[config.mk]
export PLATFORM = sky130hd
export DESIGN_NAME = rope_rider_ctrl
export DESIGN_NICKNAME = d
export VERILOG_FILES = /design/src/rtl/rope_pkg.sv /design/src/rtl/rope_rider_ctrl.sv
export SDC_FILE = /design/constraint.sdc
export NUM_CORES = 1
export LEC_CHECK = 0
export CORE_MARGIN = 2
export CORE_UTILIZATION = 55
export DETAILED_ROUTE_END_ITERATION = 10
export PLACE_DENSITY = 0.93
export REMOVE_ABC_BUFFERS = 1
export SYNTH_ARGS = -nofsm -noshare
export SYNTH_HDL_FRONTEND = slang
export SYNTH_SLANG_ARGS = --single-unit
export TNS_END_PERCENT = 100
[constraint.sdc]
create_clock -name clk -period 4.1 [get_ports clk]
set_input_delay 0.82 -clock clk [delete_from_list [all_inputs] [get_ports clk]]
set_output_delay 0.82 -clock clk [all_outputs]
set_load 0.01 [all_outputs]
[src/rtl/rope_pkg.sv]
// Shared types and constants for the rope-riding player controller.
package rope_pkg;

    localparam int FIXED_POINT_MULTIPLIER = 64;

    typedef enum logic [1:0] {
        FREE     = 2'd0,
        GRAB     = 2'd1,
        RIDING   = 2'd2,
        COOLDOWN = 2'd3
    } rope_state_t;

    function automatic logic signed [11:0] clamp_offset(input logic signed [11:0] v,
                                                        input int max_v);
        if (int'(v) < 0)
            return 12'sd0;
        else if (int'(v) > max_v)
            return 12'(max_v);
        else
            return v;
    endfunction

endpackage

[src/rtl/rope_rider_ctrl.sv]
// Player/rope attachment controller: grabs the rope on collision + up, rides it
// in x64 fixed point, climbs with up/down, releases on jump with a regrab cooldown.
module rope_rider_ctrl
    import rope_pkg::*;
#(
    parameter int CLIMB_SPEED   = 2,
    parameter int ROPE_LENGTH   = 200,
    parameter int REGRAB_FRAMES = 15
) (
    input  logic               clk,
    input  logic               resetN,
    input  logic               startOfFrame,
    input  logic               ropeCollision,
    input  logic               keyUp,
    input  logic               keyDown,
    input  logic               keyJump,
    input  logic signed [31:0] ropeSpeed,
    input  logic signed [10:0] ropeTopLeftX,
    input  logic signed [10:0] ropeTopLeftY,
    input  logic signed [10:0] playerX_in,
    input  logic signed [10:0] playerY_in,
    output logic signed [10:0] riderX,
    output logic signed [10:0] riderY,
    output logic               attached,
    output logic               releasePulse
);

    // state    | meaning
    // FREE     | player moves freely, waiting for collision + up
    // GRAB     | grip taken this frame, position snapped to rope
    // RIDING   | player follows rope, climbs with up/down
    // COOLDOWN | released, regrab blocked for REGRAB_FRAMES frames

    rope_state_t        state;
    logic signed [31:0] rider_x_fp;
    logic signed [11:0] offset_y;
    logic [15:0]        counter;
    logic               hit_latch;

    logic signed [31:0] rope_x_fp;
    logic signed [11:0] grab_offset;
    logic signed [11:0] climbed;

    assign rope_x_fp   = int'(ropeTopLeftX) * FIXED_POINT_MULTIPLIER;
    assign grab_offset = clamp_offset(12'(playerY_in) - 12'(ropeTopLeftY), ROPE_LENGTH);

    always_comb begin
        climbed = offset_y;
        if (keyUp && !keyDown)
            climbed = (int'(offset_y) < CLIMB_SPEED) ? 12'sd0 : offset_y - 12'(CLIMB_SPEED);
        else if (keyDown && !keyUp)
            climbed = (int'(offset_y) > ROPE_LENGTH - CLIMB_SPEED) ? 12'(ROPE_LENGTH)
                                                                   : offset_y + 12'(CLIMB_SPEED);
    end

    always_ff @(posedge clk or negedge resetN) begin
        if (!resetN) begin
            state        <= FREE;
            rider_x_fp   <= '0;
            offset_y     <= '0;
            counter      <= '0;
            hit_latch    <= 1'b0;
            attached     <= 1'b0;
            releasePulse <= 1'b0;
        end else begin
            releasePulse <= 1'b0;
            if (startOfFrame)
                hit_latch <= 1'b0;
            else if (ropeCollision)
                hit_latch <= 1'b1;

            if (startOfFrame) begin
                unique case (state)
                    FREE: begin
                        // Snap on entry too, so GRAB already shows the rope position.
                        if (hit_latch && keyUp) begin
                            state      <= GRAB;
                            attached   <= 1'b1;
                            rider_x_fp <= rope_x_fp;
                            offset_y   <= grab_offset;
                        end
                    end
                    GRAB: begin
                        state      <= RIDING;
                        rider_x_fp <= rope_x_fp;
                        offset_y   <= grab_offset;
                    end
                    RIDING: begin
                        if (keyJump) begin
                            state        <= COOLDOWN;
                            attached     <= 1'b0;
                            releasePulse <= 1'b1;
                            counter      <= 16'(REGRAB_FRAMES);
                        end else begin
                            rider_x_fp <= rider_x_fp + ropeSpeed;
                            offset_y   <= climbed;
                        end
                    end
                    COOLDOWN: begin
                        if (counter <= 16'd1) begin
                            counter <= '0;
                            state   <= FREE;
                        end else begin
                            counter <= counter - 16'd1;
                        end
                    end
                    default: state <= FREE;
                endcase
            end
        end
    end

    assign riderX = attached ? 11'(rider_x_fp / FIXED_POINT_MULTIPLIER) : playerX_in;
    assign riderY = attached ? 11'(12'(ropeTopLeftY) + offset_y) : playerY_in;

endmodule

### Yosys cells after proc, flatten, opt, wreduce, memory -nomap -nowiden

Index checks and enable logic that the tools add are counted.

| operators by class | value |
|---|---|
| bitwise logic cells | 1 |
| add/sub/neg operators | 7 |
| reduce and logical (&&, ||, !) cells | 16 |
| mux-type cells | 29 |
| eq/ne operators | 8 |
| magnitude comparators | 5 |

Operators with widths:

| cell | count |
|---|---|
| $mux W12 | 8 |
| $pmux W32 S3 | 1 |
| $mux W32 | 2 |
| $pmux W12 S3 | 1 |
| $add A32 B32 Y32 | 1 |
| $mux W16 | 2 |
| $pmux W16 S2 | 1 |
| $gt A12 B9 Y1 const B | 2 |
| $mux W11 | 2 |
| $le A16 B1 Y1 const B | 1 |
| $sub A16 B1 Y16 const B | 1 |
| $add A12 B3 Y12 const B | 1 |
| $lt A12 B1 Y1 const B | 1 |
| $lt A12 B3 Y1 const B | 1 |
| $reduce_and A4 Y1 | 3 |
| $sub A11 B11 Y12 | 1 |
| $sub A12 B3 Y12 const B | 1 |
| $add A11 B1 Y11 | 1 |
| $add A11 B11 Y11 | 1 |
| $ne A2 B2 Y1 const B | 4 |
| $pmux W2 S4 | 1 |
| $mux W1 | 7 |
| $mux W2 | 3 |
| $reduce_bool A2 Y1 | 3 |
| 12 further kinds | 16 |

| storage, ports and cells | value |
|---|---|
| logic and storage cells | 73 |
| bits of input ports | 83 |
| bits in registers | 65 |

### Longest topological paths before layout

Gate-level depths: netlist of the first run.

| depth | value |
|---|---|
| depth in word-level cells | 6 |
| depth in mapped cells | 12 |
| depth with buffers taken out | 12 |

### Worst setup path before layout of the first run

OpenSTA, ideal clock, no wires.

| timing path | value |
|---|---|
| kind | input port to output port |
| from | in ropeTopLeftY[0] |
| to | out riderY[8] |
| arrival | 2.752 ns |
| path slack | 0.528 ns |
| stages | 12 |
| path through | ha_1 > inv_1 > fa_1 > nor2b_1 > o21ai_0 > a21boi_0 > o21ai_0 > a21boi_0 > o21ai_0 > nor2b_1 > xnor2_1 > mux2_2 |

| on the way | value |
|---|---|
| longest elaborated chain between the ends | 2 |

Ends and longest elaborated chain:

| item | RTL line | RTL |
|---|---|---|
| start, declared | rope_rider_ctrl.sv:19 | `input logic signed [10:0] ropeTopLeftY,` |
| $add A11 B11 Y11 | rope_rider_ctrl.sv:114 | `assign riderY = attached ? 11'(12'(ropeTopLeftY) + offset_y) : playerY_in;` |
| $mux W11 | rope_rider_ctrl.sv:114 |  |
| end, declared | rope_rider_ctrl.sv:23 | `output logic signed [10:0] riderY,` |

No other way between the ends.

### Worst setup path after layout of the first run

Same ends and word-level chain as after synthesis.

==> results by stage, run 1 <==
Yosys:
- In the synthesized netlist the async set-or-reset flop fraction comes to 100%.
- The netlist uses 70 different library cells.
- The number of warnings printed during yosys synthesis is 0.
- The prevailing post-synth register cell is sky130_fd_sc_hd__dfrtp_1.
- A synthesized cell averages 7.88 um2.
- The post-synthesis instance total is 805.
- The number of enable flip-flop cells after synthesis is 0.
- In this run the cell area of the synthesized design comes to 6340 um2.
- The sequential area share after synthesis is 25.6%.
- The synthesized flop and latch total is 65.

Floorplan:
- From left edge to right edge, the die measures 111 um.
- The floorplan step set the die height to 111 um.
- The core region is 11300 um2.
- In this run the core area contains 39 standard-cell rows.
- For this configuration, the core starts out at a cell density of 56.0%.
- The overall die area is between 10000 and 15000 um2.
- The number of top-level pins is 107.

Clocking:
- The maximum buffer depth of the clock tree is 2.
- Clock-pin slew was measured on the worst setup and hold paths at 0.06 ns.
- The clock sink count is 65.
- Clock latency on the worst-skew pair, taken at its later pin, is 0.33 ns.
- The number of buffers created by CTS is 9.
- The cell sitting at the root of the clock tree is a sky130_fd_sc_hd__clkbuf_16.
- The CTS tree is done.
- The CTS H-tree depth is 3.

Pwr:
- The fraction of power consumed by combinational cells is 62.9%.
- The reported net switching power is 2.26 mW.
- In this run, flip-flops and latches consume 21.7% of the power.
- The largest voltage drop on the vdd net is 0.000379 V.
- In this run switching power makes up ~44% of total power.
- Of the total power, the clock network draws between 10% and 20%.
- The internal cell power is 2.86 mW.
- In this run the power density over the cells is between 600 and 700 nW/um2.
- In this run the static leakage power is 3.52 nW.

Timing:
- The setup skew after layout is 0.0114 ns.
- The final count of hold timing violations is 0.
- Setup repair after global routing left no endpoint under its margin.
- The clock period minus final worst setup slack is 3.95 ns.
- The setup slack of the critical path after layout is 0.146 ns.
- The number of endpoints failing setup at the final stage is 0.
- The headroom to the max-slew limit is 40.9%.
- The final number of max-transition violations was 0.
- For the pin with the worst max-slew slack, the measured transition is 0.886 ns.
- The post-route clock period utilization is 96.4%.
- The maximum operating frequency is 253 MHz.

Drt:
- The number of vias in the routed layout is 6473.
- In the final routed layout, each cell accounts on average for 15.8 um.
- The post-detailed-route via-to-cell ratio is approximately 6.1.
- The post-route DRC violation count is 0.
- Summed over all layers, the routed wires come to 16800 um.
- The number of violations reported at the end of detailed-routing iteration 0 is 573.
- For this run, the detailed router's first-pass iteration total came to 5.
- In this run the remaining antenna-violating nets after routing total 0.

Placed design:
- The placed cell count is 1039.
- In this run the tool buffered the top-level ports with 106 buffer cells.
- Timing analysis after detailed placement gives a worst setup slack of -0.741 ns.
- The half-perimeter wire length of the detailed placement result is between 10000 and 15000 um.
- The final RePlAce weighted congestion is around 0.97.

Finish:
- The count of antenna diodes in the layout is 0.
- The filler cell count in the final layout is 877.
- The count of nets after finishing is 1060.
- From synthesis to final layout, the design area changed by 25.3%.
- In the layout the commonest cells are 97 x sky130_fd_sc_hd__clkdlybuf4s50_1, 86 x sky130_fd_sc_hd__nand2_1, 79 x sky130_fd_sc_hd__a21oi_1.
- The number of standard cells in the final layout excluding fillers is 1060.
- The leading cell type in the layout, fill and taps excluded is sky130_fd_sc_hd__clkdlybuf4s50_1.
- Cells fill 70.2% of the core in the end.
- Cells with a size suffix above 1 make up 8.18% of the layout.

Worst setup path:
- Data arrives at the worst endpoint at 3.13 ns.
- On the worst path, the slowest cell contributes a delay of 0.39 ns.
- The signal on the critical path passes through dlygate4sd2_1 -> ha_2 -> inv_1 -> fa_2 -> nor2b_1 -> o21ai_2 -> a21boi_2 -> o21ai_2 -> a21boi_1 -> o21ai_1 -> nor2b_1 -> xnor2_1 -> mux2_2 -> buf_2.
- Of all nets on the critical path, the largest fanout is 2.
- The worst setup path category is in2out.
- The launch point of the critical path is ropeTopLeftY[0].
- The startpoint of the lowest-slack register-to-register path is rider_x_fp[0].
- The cell with the largest stage delay on the worst path is sky130_fd_sc_hd__fa_2.
- The sort of element at the end of the critical path is an output port.
- The critical path startpoint category is an input pin.
- The required time at the endpoint of the critical path is 3.28 ns.
- The setup slack of the worst register-to-register path is 0.86 ns.

Status:
- The flow ran to the end, and the final reports show no timing, DRC or antenna violations.

Global routing:
- The overall global routing resource usage is roughly 27%.
- The initial antenna violation count is 0.
- Entering global routing, the biggest net connects 53 pins.
- The number of global-route vias before repair is roughly 6300.
- The first-pass GRT wire length is 28400 um.
- The total grt overflow is 0.

Min path:
- The worst hold path begins at rider_x_fp[29].
- In this run the worst hold path is classified as reg2reg.

Job:
- The tool flagged a number of max-cap violations equal to 0.
==> repair_timing <==
action	4_1_cts	5_1_grt
buffers inserted	4	1
pin swaps	10	7
endpoints found under the setup margin	7	5
hold buffers	0	0
resized for setup	23	7
==> worst max-delay path: cells and delay by family <==
kind,cells,cell delay (ns)
multiplexers,1,0.25
XOR/XNOR,1,0.12
AO/OA/AOI/OAI,5,0.64
adder cells (fa/ha/maj),2,0.58
AND/OR/NAND/NOR,2,0.31
buffers and inverters,3,0.42
==> flip-flops by register name (all words and copies together), names as in the netlist <==
register / count
attached: 1
counter: 16
hit_latch: 1
offset_y: 12
releasePulse: 1
rider_x_fp: 32
state: 2
==> routing by layer <==
layer | GRT usage, % | part of all wire, % | up-vias
li1 | - | - | 3125
met1 | 34.8 | 43 | 3047
met2 | 46.1 | 48 | 253
met3 | 4.08 | 6.4 | 48
met5 | 0 | 0 | -
met4 | 10.4 | 2.7 | 0
==> cell families (layout without fill, tap and decap cells) <==
group | count (synthesis) | after routing | synth area share (%)
AO/OA/AOI/OAI | 265 | 265 | 25.4
XOR/XNOR | 56 | 56 | 7.73
adder cells (fa/ha/maj) | 65 | 65 | 13.2
buffers and inverters | 76 | 188 | 4.64
flip-flops | 65 | 65 | 25.6
multiplexers | 19 | 19 | 3.20
AND/OR/NAND/NOR | 259 | 259 | 20.2
==> path summary, 6_finish.rpt <==
kind	end	cells past startpoint
max in group asynchronous	rider_x_fp[11]	2
hold / removal	rider_x_fp[29]	2
setup reg to reg	rider_x_fp[22]	11
min in group asynchronous	rider_x_fp[13]	1
setup / recovery	riderY[8]	14
hold reg to reg	rider_x_fp[29]	2
==> Yosys cell counts (7+ instances only) <==
library cell,instances,area (um2)
sky130_fd_sc_hd__a21o_1,11,82.6
sky130_fd_sc_hd__a21oi_1,80,400
sky130_fd_sc_hd__a31oi_1,14,87.6
sky130_fd_sc_hd__and3_1,11,68.8
sky130_fd_sc_hd__clkbuf_1,25,93.8
sky130_fd_sc_hd__dfrtp_1,65,1630
sky130_fd_sc_hd__ha_1,62,776
sky130_fd_sc_hd__inv_1,45,169
sky130_fd_sc_hd__mux2_2,9,101
sky130_fd_sc_hd__mux2i_1,9,90.1
sky130_fd_sc_hd__nand2_1,86,323
sky130_fd_sc_hd__nand2b_1,9,56.3
sky130_fd_sc_hd__nand3_1,25,125
sky130_fd_sc_hd__nand3b_1,7,52.6
sky130_fd_sc_hd__nor2_1,53,199
sky130_fd_sc_hd__nor2b_1,14,87.6
sky130_fd_sc_hd__nor3_1,15,75.1
sky130_fd_sc_hd__o21ai_0,83,415
sky130_fd_sc_hd__o22ai_1,8,50.1
sky130_fd_sc_hd__o31ai_1,7,52.6
sky130_fd_sc_hd__or3_1,10,62.6
sky130_fd_sc_hd__xnor2_1,34,298
sky130_fd_sc_hd__xor2_1,22,193
==> power groups by stage <==
stage,Combinational (mW),Clock [mW],Sequential (mW)
global placement,3.03,0,1.10
CTS,3.16,0.796,1.10
detailed placement,3.13,0,1.11
global route,3.57,0.827,1.14
finish,3.22,0.791,1.11
floorplan,2.18,0,1.06
==> stage by stage <==
stage	power (mW)	hold WS, ns	cell area, um2	setup TNS (ns)
2_1_floorplan	3.24	0.454	6220	0
3_3_place_gp	4.13	0.465	7570	-1.96
3_5_place_dp	4.24	0.474	7570	-2.45
4_1_cts	5.05	0.487	7900	0
5_1_grt	5.54	0.502	7940	0
6_report	5.12	0.486	7940	0
==> cell type report <==
cell class                      instances  area (um2)  area share, %
Multi-Input combinational cell        664        4460           56.2
Sequential cell                        65        1630           20.5
Timing Repair Buffer                  127        1200           15.1
Clock buffer                           11         253           3.18
Tap cell                              143         179           2.25
Inverter                               45         169           2.13
Clock inverter                          5        53.8          0.677
Power figures use the tool's default switching activity.
==> run 2, diff against run 1 <==
CORE_UTILIZATION = 50   (was 55)
PLACE_DENSITY = 0.9   (was 0.93)
clock period = 3.6 ns   (was 4.1 ns; I/O delays follow)
==> run 2 against run 1 <==
Against the previous run:
- wire length is 6.9% higher
- worst setup slack worse by 0.11 ns
- flip-flop and latch count stayed put
- largest power group unchanged
- highest routed layer unchanged
==> results by stage, run 2 (synthesis results as in run 1) <==
Pwr:
- The clock network fraction of design power is 16.0% (+0.5 points).
- The reported net switching power came to 2.68 mW (+18%).
- The register share of total power is 20.4% (-1.3 points).
- The switching share of total power is 43.0% (-1.2 points).
- The internal cell power is 3.55 mW (+24%).
- The total leakage power is 3.82 nW (+8.3%).
- The fraction of power consumed by combinational cells is 63.6% (+0.7 points).
- The areal power density over the cells came to 742 nW/um2 (+15%).
- The largest voltage drop on the vdd net is 0.000441 V (+16%).

Clocking:
- The maximum buffer depth of the clock tree is 2 (unchanged).
- The number of buffers created by CTS is 9 (unchanged).
- TritonCTS built the clock tree.
- The tree is rooted in a sky130_fd_sc_hd__clkbuf_16.
- The latest clock arrival within the worst-skew pair is 0.33 ns (about the same).
- The clock-pin slew of the registers on the worst-case setup and hold paths is 0.05 ns (about the same).
- The quantity of hold-fixing buffers added after cts is 0 (unchanged).
- The CTS H-tree depth was 3 (unchanged).
- The clock sink count is 65 (unchanged).

Finish:
- The filler cell count in the final layout is 968 (+10%).
- The fraction of final layout cells with drive strength greater than 1 is 13.8% (+5.6 points).
- The flip-flop count of the largest register, all copies and words added is 32 (unchanged).
- The most flop-heavy register is rider_x_fp.
- The library cell used most frequently in the layout, excluding fill and tap cells, is sky130_fd_sc_hd__nand2_1.
- The count of antenna diodes in the layout is 0 (unchanged).
- The multi-input gate area in the final layout is 4530 um2 (+1.5%).
- The largest registers in the layout are rider_x_fp (32), counter (16), offset_y (12).
- In the layout the commonest cells are 86 x sky130_fd_sc_hd__nand2_1, 84 x sky130_fd_sc_hd__clkdlybuf4s50_1, 79 x sky130_fd_sc_hd__a21oi_1.
- The count of nets after finishing came to 1102 (+4.0%).
- The number of standard cells in the final layout excluding fillers is 1129 (+6.5%).
- The register area is 1630 um2 (about the same).
- The area added between synthesis and finish is 32.5%.

Timing:
- The maximum operating frequency is 280 MHz.
- The setup slack of the critical path after layout came to 0.0336 ns (-0.112 ns).
- The smallest clock period supported by the final layout is computed as between 3 and 4 ns.
- The headroom to the max-slew limit is 44.2% (+3.2 points).
- The final count of hold timing violations is 0 (unchanged).
- The setup skew after layout is 0.00366 ns (-0.00774 ns).
- The final number of max-transition violations is 0 (unchanged).
- The worst hold margin is 0.482 ns (-0.00449 ns).
- The measured slew at the worst slew-check pin is 0.837 ns (-0.0486 ns).
- The worst path uses 99.1% of the clock period.
- The number of endpoints failing setup at the final stage is 0 (unchanged).

Worst setup path:
- The largest driver fanout on the critical path was 2 (unchanged).
- The required time at the endpoint of the critical path is 2.88 ns (-0.40 ns).
- The worst register-to-register path begins at rider_x_fp[10].
- The worst setup path is of the in2out kind.
- The signal arrival time at the worst endpoint was 2.85 ns (-0.28 ns).
- The capture instance of the worst register-to-register path is rider_x_fp[31].
- STA classifies the critical path endpoint as an output port.
- The setup slack of the worst register-to-register path is 0.59 ns (-0.27 ns).
- The cell count of the worst reg-to-reg path was 10 (-1).
- The critical path startpoint category is an input pin.

Global routing:
- The pin count of the biggest net entering global routing is 66 (+25%).
- The overall global routing resource usage is 26.6% (-0.40 points).
- The initial antenna violation count is 0 (unchanged).
- The number of global-route vias before repair is 6343 (-0.063%).
- The total grt overflow came to 0 (unchanged).
- The first-pass GRT wire length is 29100 um (+2.7%).

Drt:
- The number of violations reported at the end of detailed-routing iteration 0 came to 547 (-4.5%).
- The number of vias in the routed layout is 6576 (+1.6%).
- The post-route DRC violation count is 0 (unchanged).
- The per-cell routed wire length was 15.9 um (+0.34%).
- The number of antenna-violating nets in the routed design is 0 (unchanged).
- The post-detailed-route via-to-cell ratio was 5.82 (-4.6%).
- The number of search-and-repair iterations in the first detailed-routing pass is 6 (+1).
- The final wirelength is 17900 um (+6.9%).

Floorplan:
- The overall die area is 13600 um2 (+9.6%).
- The area of the core was 12500 um2 (+11%).
- The height of the die is 117 um (+4.7%).
- The initial cell density of the core was 50.7% (-5.4 points).
- The die span in x is 117 um (+4.7%).
- The cell row count is 41 (+5.1%).
- The number of top-level pins is 107 (unchanged).

Placed design:
- The half-perimeter wire length of the detailed placement result is 12800 um (+3.7%).
- The final RePlAce weighted congestion was 0.956 (-1.3%).
- The worst slack at placement is -1.01 ns (-0.267 ns).
- The number of buffers added on ports is 106 (unchanged).
- The placed cell count is 1103 (+6.2%).

Min path:
- The count of cells along the worst hold path is 2 (unchanged).
- The launch instance of the worst min-delay path is rider_x_fp[17].
- The worst hold endpoint is rider_x_fp[17].
- The class of the most critical hold timing path is reg2reg.

Job:
- The max-capacitance violation count came to 0 (unchanged).

Status:
- The run finished with clean final reports.
==> run 2: cell type report <==
type                       instances  area share [%]
inverter                          45            2.01
tap                              172            2.56
clock buffer                      11            2.89
multi-input combinational        664            53.9
clock inverter                     3            1.07
timing repair buffer             169            18.2
sequential                        65            19.4
==> run 2: how the worst max path moves through the flow <==
stage,cells past startpoint,slack [ns],from,endpoint
4_1_cts,14,-0.07,ropeTopLeftY[0],riderY[8]
6_report,13,0.03,ropeTopLeftY[1],riderY[8]
5_1_grt,13,-0.08,ropeTopLeftY[1],riderY[8]
3_5_place_dp,14,-1.01,ropeTopLeftY[0],riderY[8]
3_3_place_gp,14,-0.90,ropeTopLeftY[0],riderY[8]
2_1_floorplan,12,0.23,ropeTopLeftY[0],riderY[8]
==> run 2: what timing repair did <==
action | 4_1_cts | 5_1_grt
buffers inserted | 8 | 4
gates resized for setup | 48 | 24
setup endpoints to repair | 15 | 12
pin swaps | 13 | 16
==> run 2: through the flow <==
step                power, mW  TNS [ns]  util [%]  instance area (um2)
finish                   6.23         0      67.1                 8400
global route             6.73    -0.196      67.1                 8400
floorplan                3.69         0         -                 6220
global placement         4.94     -3.93      63.0                 7890
detailed placement       5.06     -4.72      63.0                 7890
CTS                      6.10   -0.0805      66.2                 8290
==> run 2: power groups by stage <==
stage                     combinational (mW)  sequential [mW]  clock (mW)
after floorplan                         2.48             1.21           0
after global placement                  3.70             1.25           0
after detailed placement                3.80             1.26           0
after CTS                               3.84             1.25        1.01
after global routing                    4.38             1.31        1.05
final                                   3.96             1.27        1.00
==> run 2: layer usage <==
metal	wire (um)	global-route usage [%]
met5	0	0
met2	8700	47.4
met3	861	3.27
met4	476	9.65
met1	7890	33.2
==> run 2: critical path: stages <==
cell                              delay (ns)
sky130_fd_sc_hd__clkdlybuf4s15_1        0.22
sky130_fd_sc_hd__inv_2                  0.07
sky130_fd_sc_hd__fa_2                   0.40
sky130_fd_sc_hd__nor2b_2                0.15
sky130_fd_sc_hd__o21ai_2                0.09
sky130_fd_sc_hd__a21boi_2               0.19
sky130_fd_sc_hd__o21ai_2                0.09
sky130_fd_sc_hd__a21boi_2               0.16
sky130_fd_sc_hd__o21ai_1                0.08
sky130_fd_sc_hd__nor2b_1                0.15
sky130_fd_sc_hd__xnor2_1                0.12
sky130_fd_sc_hd__mux2_2                 0.26
sky130_fd_sc_hd__buf_2                  0.14
==> run 3, diff against run 2 <==
CORE_UTILIZATION = 59   (was 50)
PLACE_DENSITY = 0.95   (was 0.9)
clock period = 4.5 ns   (was 3.6 ns; I/O delays follow)
==> run 3 against run 2 <==
Against the previous run:
- first-iteration DRC count grew 2.0%
- worst setup slack better by 0.046 ns
- non-clock buffer count down 41
- via count up 0.47%
- design area decreased by 6.1%
- power shrank 26%
- utilization increased by 8.9 points
- wire length shrank 1.6%
- clock-buffer cell count shrank 2
- global-route usage is 3.3 points higher
- critical path depth did not move
- highest routed layer unchanged
==> results by stage, run 3 (synthesis results as in run 1) <==
Status:
- The flow ran to the end, and the final reports show no timing, DRC or antenna violations.

Global routing:
- The pin count of the biggest net entering global routing is 54 (-18%).
- The number of global-route vias before repair is 6277 (-1.0%).
- The initial antenna violation count is 0 (unchanged).
- The first-pass GRT wire length is 28300 um (-2.7%).
- The overall global routing resource usage is 29.9% (+3.3 points).
- The total grt overflow is 0 (unchanged).

Clocking:
- CTS placed an instance of sky130_fd_sc_hd__clkbuf_8 at the clock tree root.
- The latest clock arrival within the worst-skew pair is 0.37 ns (+0.04 ns).
- The CTS H-tree depth is 3 (unchanged).
- The clock-pin slew of the registers on the worst-case setup and hold paths was 0.08 ns (+0.03 ns).
- The clock sink count is 65 (unchanged).
- The number of buffers created by CTS is 9 (unchanged).
- The CTS tree is done.
- The quantity of hold-fixing buffers added after cts is 0 (unchanged).
- The maximum buffer depth of the clock tree is 2 (unchanged).

Worst setup path:
- The largest driver fanout on the critical path is 2 (unchanged).
- The setup slack of the worst register-to-register path is 1.20 ns (+0.61 ns).
- The worst setup path category is in2out.
- The required time at the endpoint of the critical path was 3.60 ns (+0.72 ns).
- The signal arrival time at the worst endpoint is 3.52 ns (+0.67 ns).
- The signal on the critical path passes through clkdlybuf4s50_1 -> ha_1 -> nor2b_2 -> o21ai_2 -> a21boi_2 -> buf_4 -> o21ai_1 -> a21boi_1 -> o21ai_2 -> a21oi_1 -> or3_1 -> a31oi_1 -> clkdlybuf4s15_1.
- STA classifies the critical path endpoint as an output port.
- The critical path startpoint category is an input pin.
- The cell count of the worst reg-to-reg path is 10 (unchanged).
- The biggest cell delay along the critical path is 0.45 ns (+0.05 ns).
- The slowest stage of the critical path is the sky130_fd_sc_hd__clkdlybuf4s50_1 cell.
- By instance count, the cell type seen most on the critical path is sky130_fd_sc_hd__o21ai_2.

Placed design:
- The number of buffers added on ports came to 106 (unchanged).
- The half-perimeter wire length of the detailed placement result is 12600 um (-1.2%).
- The worst slack at placement came to -0.529 ns (+0.478 ns).
- The placed cell count is 1028 (-6.8%).
- The final RePlAce weighted congestion is 0.971 (+1.6%).

Drt:
- The number of vias in the routed layout is 6607 (+0.47%).
- The post-route DRC violation count is 0 (unchanged).
- The per-cell routed wire length is 16.7 um (+5.4%).
- The number of antenna-violating nets in the routed design is 0 (unchanged).
- The final wirelength is 17600 um (-1.6%).
- The number of violations reported at the end of detailed-routing iteration 0 is 558 (+2.0%).
- The post-detailed-route via-to-cell ratio is 6.27 (+7.6%).
- The number of search-and-repair iterations in the first detailed-routing pass is 5 (-1).

Timing:
- The final count of hold timing violations came to 0 (unchanged).
- The setup skew after layout came to 0.0111 ns (+0.00741 ns).
- Dividing the final minimum period by the clock period gives 98.2%.
- Timing would allow up to approximately 230 MHz.
- The number of endpoints failing setup at the final stage was 0 (unchanged).
- The worst hold margin is 0.503 ns (+0.0216 ns).
- The setup slack of the critical path after layout is 0.0793 ns (+0.0457 ns).
- The final number of max-transition violations was 0 (unchanged).
- The setup TNS after final layout is 0 ns (unchanged).
- The clock period minus final worst setup slack is 4.42 ns.
- The measured slew at the worst slew-check pin is 0.878 ns (+0.0404 ns).
- The headroom to the max-slew limit is 41.5% (-2.7 points).

Finish:
- The largest registers in the layout are rider_x_fp (32), counter (16), offset_y (12).
- The count of nets after finishing was 1061 (-3.7%).
- In the layout the commonest cells are 99 x sky130_fd_sc_hd__clkdlybuf4s50_1, 86 x sky130_fd_sc_hd__nand2_1, 80 x sky130_fd_sc_hd__o21ai_0.
- The multi-input gate area in the final layout came to 4450 um2 (-1.8%).
- The register area is 1630 um2 (about the same).
- The flip-flop count of the largest register, all copies and words added is 32 (unchanged).
- The filler cell count in the final layout is 713 (-26%).
- The area growth from synthesis to layout is 24.4%.
- The leading cell type in the layout, fill and taps excluded is sky130_fd_sc_hd__clkdlybuf4s50_1.
- The count of antenna diodes in the layout is 0 (unchanged).
- The number of standard cells in the final layout excluding fillers is 1054 (-6.6%).
- The most flop-heavy register is rider_x_fp.
- The fraction of final layout cells with drive strength greater than 1 is 8.06% (-5.7 points).

Pwr:
- The clock network fraction of design power is 13.9% (-2.1 points).
- The switching share of total power is 45.5% (+2.5 points).
- The areal power density over the cells is 587 nW/um2 (-21%).
- The total leakage power is 3.50 nW (-8.3%).
- The reported net switching power was 2.10 mW (-21%).
- The largest voltage drop on the vdd net is 0.000296 V (-33%).
- The final total power is 4.63 mW (-26%).
- The internal cell power is 2.52 mW (-29%).
- The fraction of power consumed by combinational cells is 63.9% (+0.3 points).
- The register share of total power is 22.2% (+1.8 points).

Floorplan:
- The height of the die is 108 um (-7.7%).
- The overall die area came to 11600 um2 (-15%).
- The area of the core came to 10400 um2 (-17%).
- The die span in x came to 108 um (-7.7%).
- The cell row count was 37 (-9.8%).
- The initial cell density of the core is 61.2% (+10 points).
- The number of top-level pins is 107 (unchanged).

Min path:
- The class of the most critical hold timing path is reg2reg.
- The count of cells along the worst hold path came to 2 (unchanged).

Job:
- The max-capacitance violation count is 0 (unchanged).
## run 3: critical path, delay by kind of cell
| family | cells | cell delay, ns |
|---|---|---|
| AOI/OAI and AO/OA | 7 | 0.95 |
| adders and majority gates | 1 | 0.33 |
| buffers and inverters | 3 | 0.85 |
| and+or+nand+nor | 2 | 0.48 |
## run 3: metrics by stage
stage	instance area, um2	utilization (%)
after floorplan	6220	-
after global placement	7540	72.7
after detailed placement	7540	72.7
after CTS	7860	75.8
after global routing	7890	76.1
final	7890	76.1
## run 3: final timing paths
path,from,end
max,ropeTopLeftY[2],riderY[10]
min reg2reg,rider_x_fp[25],rider_x_fp[25]
min,rider_x_fp[25],rider_x_fp[25]
max reg2reg,rider_x_fp[10],rider_x_fp[31]
max in group asynchronous,resetN,attached
min in group asynchronous,resetN,rider_x_fp[14]
## run 3: timing repair
| action | in CTS | in global routing |
|---|---|---|
| buffers inserted | 9 | 1 |
| gates resized for setup | 14 | 7 |
| pin swaps | 6 | 6 |
| endpoints found under the setup margin | 5 | 5 |
## run 3: routing by layer
layer  GRT usage, %  vias to the layer above  share of wire, %
met4           12.1                        0               2.5
met5              0                        -                 0
met2           52.0                      341                49
li1               -                     3137                 -
met3           4.30                       51               7.3
met1           37.2                     3078                41
## run 3: cell type report
type / instances / area share (%)
flip-flops and latches: 65 / 20.6
well taps: 136 / 2.16
clock inverters: 7 / 1.60
clock buffers: 9 / 1.57
repair buffers: 128 / 15.5
multi-input cells: 664 / 56.4
inverters: 45 / 2.14
## run 3: power by group through the flow
| stage | clock network, mW | logic, mW | registers (mW) |
|---|---|---|---|
| global placement | 0 | 2.72 | 1.01 |
| detailed placement | 0 | 2.82 | 1.03 |
| floorplan | 0 | 1.98 | 0.965 |
| finish | 0.643 | 2.96 | 1.03 |
| global route | 0.668 | 3.22 | 1.06 |
| CTS | 0.640 | 2.89 | 1.02 |
